## config.mk

```make
export PLATFORM = sky130hd
export DESIGN_NAME = redirect_gen
export DESIGN_NICKNAME = d
export VERILOG_FILES = /design/src/rtl/redirect_gen_pkg.sv /design/src/rtl/redirect_perf_cnt.sv /design/src/rtl/redirect_gen.sv
export SDC_FILE = /design/constraint.sdc
export NUM_CORES = 1
export LEC_CHECK = 0
export CAP_MARGIN = 10
export CORE_MARGIN = 10
export CORE_UTILIZATION = 42
export DETAILED_ROUTE_END_ITERATION = 12
export PLACE_DENSITY = 0.88
export RECOVER_POWER = 50
export SYNTH_ARGS = -nofsm -noshare
export SYNTH_HDL_FRONTEND = slang
export SYNTH_HIERARCHICAL = 1
export SYNTH_SLANG_ARGS = --single-unit
```

## constraint.sdc

```tcl
create_clock -name clk_i -period 2.8 [get_ports clk_i]
set_clock_uncertainty 0.15 [all_clocks]
set_input_delay 0.42 -clock clk_i [delete_from_list [all_inputs] [get_ports clk_i]]
set_output_delay 0.42 -clock clk_i [all_outputs]
set_load 0.1 [all_outputs]
```

## src/rtl/redirect_gen_pkg.sv

```systemverilog
// ============================================================================
// redirect_gen_pkg -- shared CPU types for the fetch redirect logic. Rev 1.0
// ============================================================================
`default_nettype none

`ifndef ZeroWord
`define ZeroWord 32'h0000_0000
`endif

package redirect_gen_pkg;

  typedef enum logic [1:0] {
    IDLE    = 2'd0,
    WAIT_DS = 2'd1,
    HOLD    = 2'd2
  } redirect_state_t;

endpackage

`default_nettype wire

```

## src/rtl/redirect_perf_cnt.sv

```systemverilog
// ============================================================================
// redirect_perf_cnt -- wrapping 32-bit counters of accepted redirects. Rev 1.0
// ============================================================================
`default_nettype none

module redirect_perf_cnt
  import redirect_gen_pkg::*;
(
  input  logic        clk_i,
  input  logic        rst_i,
  input  logic        branch_acc_i,
  input  logic        flush_acc_i,
  output logic [31:0] branch_cnt_o,
  output logic [31:0] flush_cnt_o
);

  logic [31:0] branch_cnt_q, branch_cnt_d;
  logic [31:0] flush_cnt_q,  flush_cnt_d;

  always_comb begin
    branch_cnt_d = branch_cnt_q;
    flush_cnt_d  = flush_cnt_q;
    if (branch_acc_i) branch_cnt_d = branch_cnt_q + 32'd1;
    if (flush_acc_i)  flush_cnt_d  = flush_cnt_q + 32'd1;
  end

  always_ff @(posedge clk_i) begin
    if (rst_i) begin
      branch_cnt_q <= `ZeroWord;
      flush_cnt_q  <= `ZeroWord;
    end else begin
      branch_cnt_q <= branch_cnt_d;
      flush_cnt_q  <= flush_cnt_d;
    end
  end

  assign branch_cnt_o = branch_cnt_q;
  assign flush_cnt_o  = flush_cnt_q;

endmodule

`default_nettype wire

```

## src/rtl/redirect_gen.sv

```systemverilog
// ============================================================================
// redirect_gen -- branch/flush redirect generator for next-pc select. Rev 1.0
// Optional counters under macro REDIRECT_PERF_EN.
// ============================================================================
`default_nettype none

module redirect_gen
  import redirect_gen_pkg::*;
(
  input  logic        clk_i,
  input  logic        rst_i,
  input  logic        branch_valid_i,
  input  logic [31:0] branch_target_i,
  input  logic        ds_fetched_i,
  input  logic        exc_valid_i,
  input  logic [31:0] exc_pc_i,
  input  logic        if_stall_i,
  output logic        flush_o,
  output logic [31:0] new_pc_o,
  output logic        branch_flag_o,
  output logic [31:0] branch_to_addr_o,
  output logic        busy_o,
  output logic [31:0] branch_cnt_o,
  output logic [31:0] flush_cnt_o
);

  redirect_state_t state_q, state_d;
  logic [31:0]     target_q, target_d;
  logic            flush_pend_q, flush_pend_d;
  logic [31:0]     flush_pc_q, flush_pc_d;

  logic            flush_act;
  logic [31:0]     flush_addr;
  logic            br_fire;
  logic [31:0]     br_addr;

  always_comb begin
    flush_act  = exc_valid_i | flush_pend_q;
    // A fresh exception always wins over the registered one
    flush_addr = exc_valid_i ? exc_pc_i : flush_pc_q;
    br_fire    = 1'b0;
    br_addr    = `ZeroWord;
    state_d    = state_q;
    target_d   = target_q;

    case (state_q)
      IDLE: begin
        if (branch_valid_i && !flush_act) begin
          target_d = branch_target_i;
          if (ds_fetched_i) begin
            br_fire = 1'b1;
            br_addr = branch_target_i;
            if (if_stall_i) state_d = HOLD;
          end else begin
            state_d = WAIT_DS;
          end
        end
      end
      WAIT_DS: begin
        if (ds_fetched_i && !flush_act) begin
          br_fire = 1'b1;
          br_addr = target_q;
          state_d = if_stall_i ? HOLD : IDLE;
        end
      end
      HOLD: begin
        if (!flush_act) begin
          br_fire = 1'b1;
          br_addr = target_q;
          if (!if_stall_i) state_d = IDLE;
        end
      end
      default: state_d = IDLE;
    endcase

    // Any flush drops a captured branch
    if (flush_act) state_d = IDLE;
    if (state_d == IDLE) target_d = `ZeroWord;

    flush_pend_d = flush_act & if_stall_i;
    flush_pc_d   = flush_pend_d ? flush_addr : `ZeroWord;
  end

  always_ff @(posedge clk_i) begin
    if (rst_i) begin
      state_q      <= IDLE;
      target_q     <= `ZeroWord;
      flush_pend_q <= 1'b0;
      flush_pc_q   <= `ZeroWord;
    end else begin
      state_q      <= state_d;
      target_q     <= target_d;
      flush_pend_q <= flush_pend_d;
      flush_pc_q   <= flush_pc_d;
    end
  end

  assign flush_o          = ~rst_i & flush_act;
  assign new_pc_o         = flush_o ? flush_addr : `ZeroWord;
  assign branch_flag_o    = ~rst_i & br_fire;
  assign branch_to_addr_o = branch_flag_o ? br_addr : `ZeroWord;
  assign busy_o           = ~rst_i & ((state_q != IDLE) | flush_pend_q);

`ifdef REDIRECT_PERF_EN
  logic        branch_acc;
  logic        flush_acc;
  logic [31:0] branch_cnt;
  logic [31:0] flush_cnt;

  // branch_flag_o is already suppressed by any flush, so a dropped branch never counts
  assign branch_acc = branch_flag_o & ~if_stall_i;
  assign flush_acc  = flush_o & ~if_stall_i;

  redirect_perf_cnt u_perf (
    .clk_i        (clk_i),
    .rst_i        (rst_i),
    .branch_acc_i (branch_acc),
    .flush_acc_i  (flush_acc),
    .branch_cnt_o (branch_cnt),
    .flush_cnt_o  (flush_cnt)
  );

  assign branch_cnt_o = rst_i ? `ZeroWord : branch_cnt;
  assign flush_cnt_o  = rst_i ? `ZeroWord : flush_cnt;
`else
  assign branch_cnt_o = `ZeroWord;
  assign flush_cnt_o  = `ZeroWord;
`endif

endmodule

`default_nettype wire

```

Word level (Yosys, flattened, before mapping)
Cells that the tools add are included.
W data, S select, Z words.

storage, ports and cells
  logic and storage cells = 44
  output and inout port bits = 131
  register bits after elaboration = 67
  input port bits = 70

cells by class
  bitwise logic cells = 8
  equality and inequality tests = 2
  reductions and logical operators = 9
  multiplexer cells = 21

operators with widths
  cell                  number
  $mux W32              7
  $pmux W32 S3          1
  $mux W2               7
  $pmux W2 S3           1
  $and A1 B1 Y1         4
  $logic_not A2 Y1      2
  $mux W1               4
  $reduce_or A2 Y1      2
  $pmux W1 S3           1
  $eq A2 B1 Y1 const B  1
  $eq A2 B2 Y1 const B  1
  $logic_and A1 B1 Y1   2
  $not A1 Y1            2
  $or A1 B1 Y1          2
  $reduce_and A2 Y1     1
  $reduce_bool A2 Y1    1
  $logic_not A1 Y1      1

Logic depth before layout (Yosys ltp)
Gate-level depths: netlist of the first run.

  depth after elaboration = 8
  gate-level depth with buffers = 9
  depth with buffers taken out = 5

Least setup slack after synthesis of the first run
Ideal clock, no wire load.

  path type = input to output
  start point = in exc_valid_i
  end point = out branch_flag_o
  stages = 3
  arrival = 3.228 ns
  buffers on the path = 1
  required time = 2.230 ns
  path slack = -0.998 ns
  path through = buf_2 > or3_4 > a211oi_1

between the ends
  longest elaborated chain between the ends = 6
  elaborated cells on any way between the ends = 9

RTL lines
  item                                           RTL line                                source
  from (decl)                                    redirect_gen.sv:15                      input logic exc_valid_i,
  $or A1 B1 Y1 (*)                               redirect_gen.sv:38                      flush_act = exc_valid_i | flush_pend_q;
  $logic_not A1 Y1                               --
  $logic_and A1 B1 Y1, on equally long branches  redirect_gen.sv:60, redirect_gen.sv:48
  $mux W1, on equally long branches              redirect_gen.sv:60, redirect_gen.sv:48
  $pmux W1 S3 (*)                                redirect_gen.sv:46                      case (state_q)
  $and A1 B1 Y1 (*)                              redirect_gen.sv:100                     assign branch_flag_o = ~rst_i & br_fire;
  to (decl)                                      redirect_gen.sv:20                      output logic branch_flag_o,

Every way passes the cells marked *; elsewhere a longest branch is shown, timed or not.

Final worst setup path of the first run
  start point = in branch_valid_i
  end point = out branch_to_addr_o[31]

between the ends
  longest elaborated chain between the ends = 5
  elaborated cells on any way between the ends = 7

RTL lines
  item                           RTL line             source
  from (decl)                    redirect_gen.sv:12   input logic branch_valid_i,
  $logic_and A1 B1 Y1 (*)        redirect_gen.sv:48   if (branch_valid_i && !flush_act) begin
  $mux W1                        redirect_gen.sv:48
  $pmux W1 S3                    redirect_gen.sv:46
  $and A1 B1 Y1                  redirect_gen.sv:100
  $mux W32 (no source line) (*)  --
  to (decl)                      redirect_gen.sv:21   output logic [31:0] branch_to_addr_o,

Marked as above.

==> reports/qor.csv, run 1 <==
stage;metric;value;unit
run_status;status;completed;
final_layout;area grow syn2layout;59.8;%
drt;Via density;5.11;
pwr;VDD IR max;0.000446;V
sta;Worst-Margin Slew;1.07;ns
global_route;GRT overflow;0;
final_layout;antenna cell count;0;
drt;vias;3353;
final_layout;fill cell count;639;
worst_setup_path;crit path cell chain;clkdlybuf4s50_1, or3b_4, nor4b_4, buf_4, a22o_1, buf_12;
die;core area;8300;um^2
logic_synthesis;post-synthesis mux area share;8.89;%
final_layout;layout cell share with drive strength beyond 1;25.2;%
logic_synthesis;synthesized area;3600;um^2
logic_synthesis;sequential share of the synthesized area;37.2;%
logic_synthesis;Yosys reg bits;67;
logic_synthesis;largest area contributor in the netlist;dfxtp_1;
drt;starting DRC count in detailed routing;130;
global_route;pin count of the biggest net entering global routing;34;
clock_tree;CTS tree;done;
logic_synthesis;area share of fa/ha/maj cells after synthesis;0;%
clock_tree;Post-CTS Setup Inserts;0;
worst_setup_path;Max FO, Critical Path;13;
global_route;initial antenna violation count;0;
die;Die ar.;12700;um^2
die;Ports;201;
sta;min Tclk post-route;2.79;ns
worst_setup_path;r2r setup slk;0.45;ns
clock_tree;worst skew pair latency;0.34;ns
pwr;clock share of power;33.7;%
final_layout;Multi-input gate area;1880;um^2
die;chip height;113;um
sta;final period utilization;99.6;%
pwr;P per Cell Area;514;nW/um^2
final_layout;Non-Filler Instances;656;
logic_synthesis;XOR/XNOR share of the synthesized area;0;%
drt;First-pass DRT Iterations;4;
drt;Antenna Nets Post-Route;0;
pwr;sequential power share;33.0;%
logic_synthesis;post-synthesis simple-gate area fraction;14.9;%
clock_tree;clk root buf;clkbuf_8;
worst_setup_path;critical path start-end classification;primary input to primary output;
pwr;sw frac;38.3;%
worst_setup_path;slowest CP cell;clkdlybuf4s50_1;
logic_synthesis;synth cell count leaders;dfxtp_1, nor2_1, buf_4;
clock_tree;Sinks on Clock Net;67;
placed_design;dpl cells;640;
final_layout;nets@finish;616;
placed_design;dpl hpwl;9.45;mm
worst_setup_path;worst path required time;2.23;ns
sta;Worst Slack Setup Final;0.0122;ns
placed_design;number of buffers added on ports;136;
logic_synthesis;Synth area leaders;dfxtp_1, buf_4, mux2i_1;
logic_synthesis;most common cell in the netlist;dfxtp_1;
flow_run;max-cap viol count;0;
logic_synthesis;Avg Inst Size Synth;8.58;um^2
worst_setup_path;crit path launch type;primary input;
sta;RSZ-0062 raised after global routing;yes;
global_route;global-route wire length before repair;18.9;mm
logic_synthesis;largest family of logic cells by synthesized area;compound AO/OA/AOI/OAI gates;
final_layout;Reg area;1340;um^2
logic_synthesis;Top FF cell, synth;dfxtp_1;
worst_setup_path;CP endpoint kind;primary output;
logic_synthesis;share of the synthesized area in the top cell type;37.2;%
sta;max-slew violation count;0;
pwr;P_sw;1.13;mW
worst_setup_path;arrival time worst endpoint;2.22;ns
clock_tree;CTS Buf Count;9;
clock_tree;CTS clk-pin slew, worst paths;0.07;ns
logic_synthesis;Synth Area in Compound Gates;20.0;%
sta;WHS;0.340;ns
logic_synthesis;FFs w/ async S/R, synth;0;%
drt;routed len/inst;18.1;um
sta;Rel. slew slack;28.9;%
die;Die X;113;um
pwr;Cell Int Power;1.83;mW
die;Initial Util;43.4;%
sta;Finish-stage setup viols;0;
sta;FMAX;359;MHz
worst_setup_path;Worst path max stage delay;0.48;ns
sta;endpoints failing hold;0;
min_path;hold crit path type;flip-flop to flip-flop;
drt;final wirelength;11.8;mm
pwr;Comb power frac;33.3;%
drt;Residual DRC;0;
clock_tree;H-tree Lvls;3;
logic_synthesis;Post-synth EDFFs;0;
clock_tree;clk buf depth;2;
logic_synthesis;Synthesis Warnings;6;
placed_design;RePlAce Congestion;0.736;
placed_design;pre-CTS WS;0.00550;ns
die;row count;33;
pwr;Pwr Total;2.96;mW
global_route;vias in the first global route;3569;
logic_synthesis;library cells used by synthesis;28;
global_route;Tot GR Track Use;17.9;%
logic_synthesis;gate count after technology mapping;420;
pwr;Leak;2.30;nW
-- layer usage --
layer | track usage (%) | vias up | routed length (um)
met2 | 30.3 | 176 | 5840
met4 | 7.19 | 0 | 263
met1 | 17.0 | 1554 | 4030
met3 | 11.4 | 19 | 1700
met5 | 0 | - | 0
li1 | - | 1604 | -
-- cells by family after synthesis --
kind of cell           Yosys count
AND/OR/NAND/NOR                113
buffers and inverters          105
AO/OA/AOI/OAI                  102
flip-flops                      67
multiplexers                    32
other                            1
-- state kept, by name, summed over array words and instances (netlist names) --
register and flops:
flush_pc_q 32, flush_pend_q 1, state_q 2, target_q 32
-- metrics by stage --
step | setup TNS (ns) | instance area (um^2) | utilization (%)
global placement | 0 | 5530 | 66.6
floorplan | -8.64 | 3880 | -
finish | 0 | 5760 | 69.4
detailed placement | 0 | 5530 | 66.6
global route | -0.0373 | 5760 | 69.4
CTS | 0 | 5780 | 69.6
-- power by group through the flow --
stage	Combinational (mW)	Clock, mW	Sequential, mW
after floorplan	0.785	0	0.994
after global placement	0.971	0	0.997
after detailed placement	0.986	0	0.998
after CTS	0.988	1.02	0.976
after global routing	1.02	1.06	0.977
final	0.987	0.997	0.976
-- final cells by class --
type                            instances  share of cell area [%]
Multi-Input combinational cell        311                    32.6
Clock inverter                          6                    1.96
Clock buffer                           10                    2.39
Sequential cell                        67                    23.3
Tap cell                              105                    2.28
Inverter                                3                   0.196
Timing Repair Buffer                  154                    37.3
-- critical path: cells and delay by family --
kind,cells,cell delay (ns)
AOI/OAI and AO/OA,1,0.22
buffers and inverters,3,0.92
and+or+nand+nor,2,0.65
-- repair_timing --
item	in CTS	in global routing
endpoints found under the setup margin	0	20
gates resized for setup	0	2
hold buffers	0	0
-- path summary, 6_finish.rpt --
check | start | to | depth (start not counted)
worst max-delay path | branch_valid_i | branch_to_addr_o[31] | 6
worst min-delay path | target_q[20] | target_q[20] | 2
worst max register to register | flush_pend_q | flush_pc_q[24] | 8
worst min register to register | target_q[20] | target_q[20] | 2
-- cells in the final DEF (no fill, tap or decap), types with 2 or more instances in the layout --
| cell | netlist | final |
|---|---|---|
| a211oi_1 | 33 | 33 |
| a22o_2 | 0 | 30 |
| buf_12 | 0 | 66 |
| buf_4 | 64 | 15 |
| bufinv_16 | 0 | 3 |
| clkbuf_2 | 0 | 2 |
| clkbuf_8 | 0 | 10 |
| clkdlybuf4s50_1 | 0 | 67 |
| clkinvlp_4 | 0 | 3 |
| conb_1 | 1 | 64 |
| dfxtp_1 | 67 | 67 |
| inv_1 | 3 | 3 |
| mux2i_1 | 32 | 32 |
| nand2b_1 | 3 | 3 |
| nand3_1 | 32 | 32 |
| nor2_1 | 66 | 65 |
| nor4b_1 | 2 | 2 |
| o21ai_0 | 32 | 32 |
(Power assumes the default switching activity.)
==> run 2, diff against run 1 <==
--- a/config.mk
+++ b/config.mk
@@ -5,7 +5,6 @@
 export SDC_FILE = /design/constraint.sdc
 export NUM_CORES = 1
 export LEC_CHECK = 0
-export CAP_MARGIN = 10
 export CORE_MARGIN = 10
 export CORE_UTILIZATION = 42
 export DETAILED_ROUTE_END_ITERATION = 12
==> results of run 2 <==
Same layout as run 1: the final DEF is identical, and so are final timing and power.
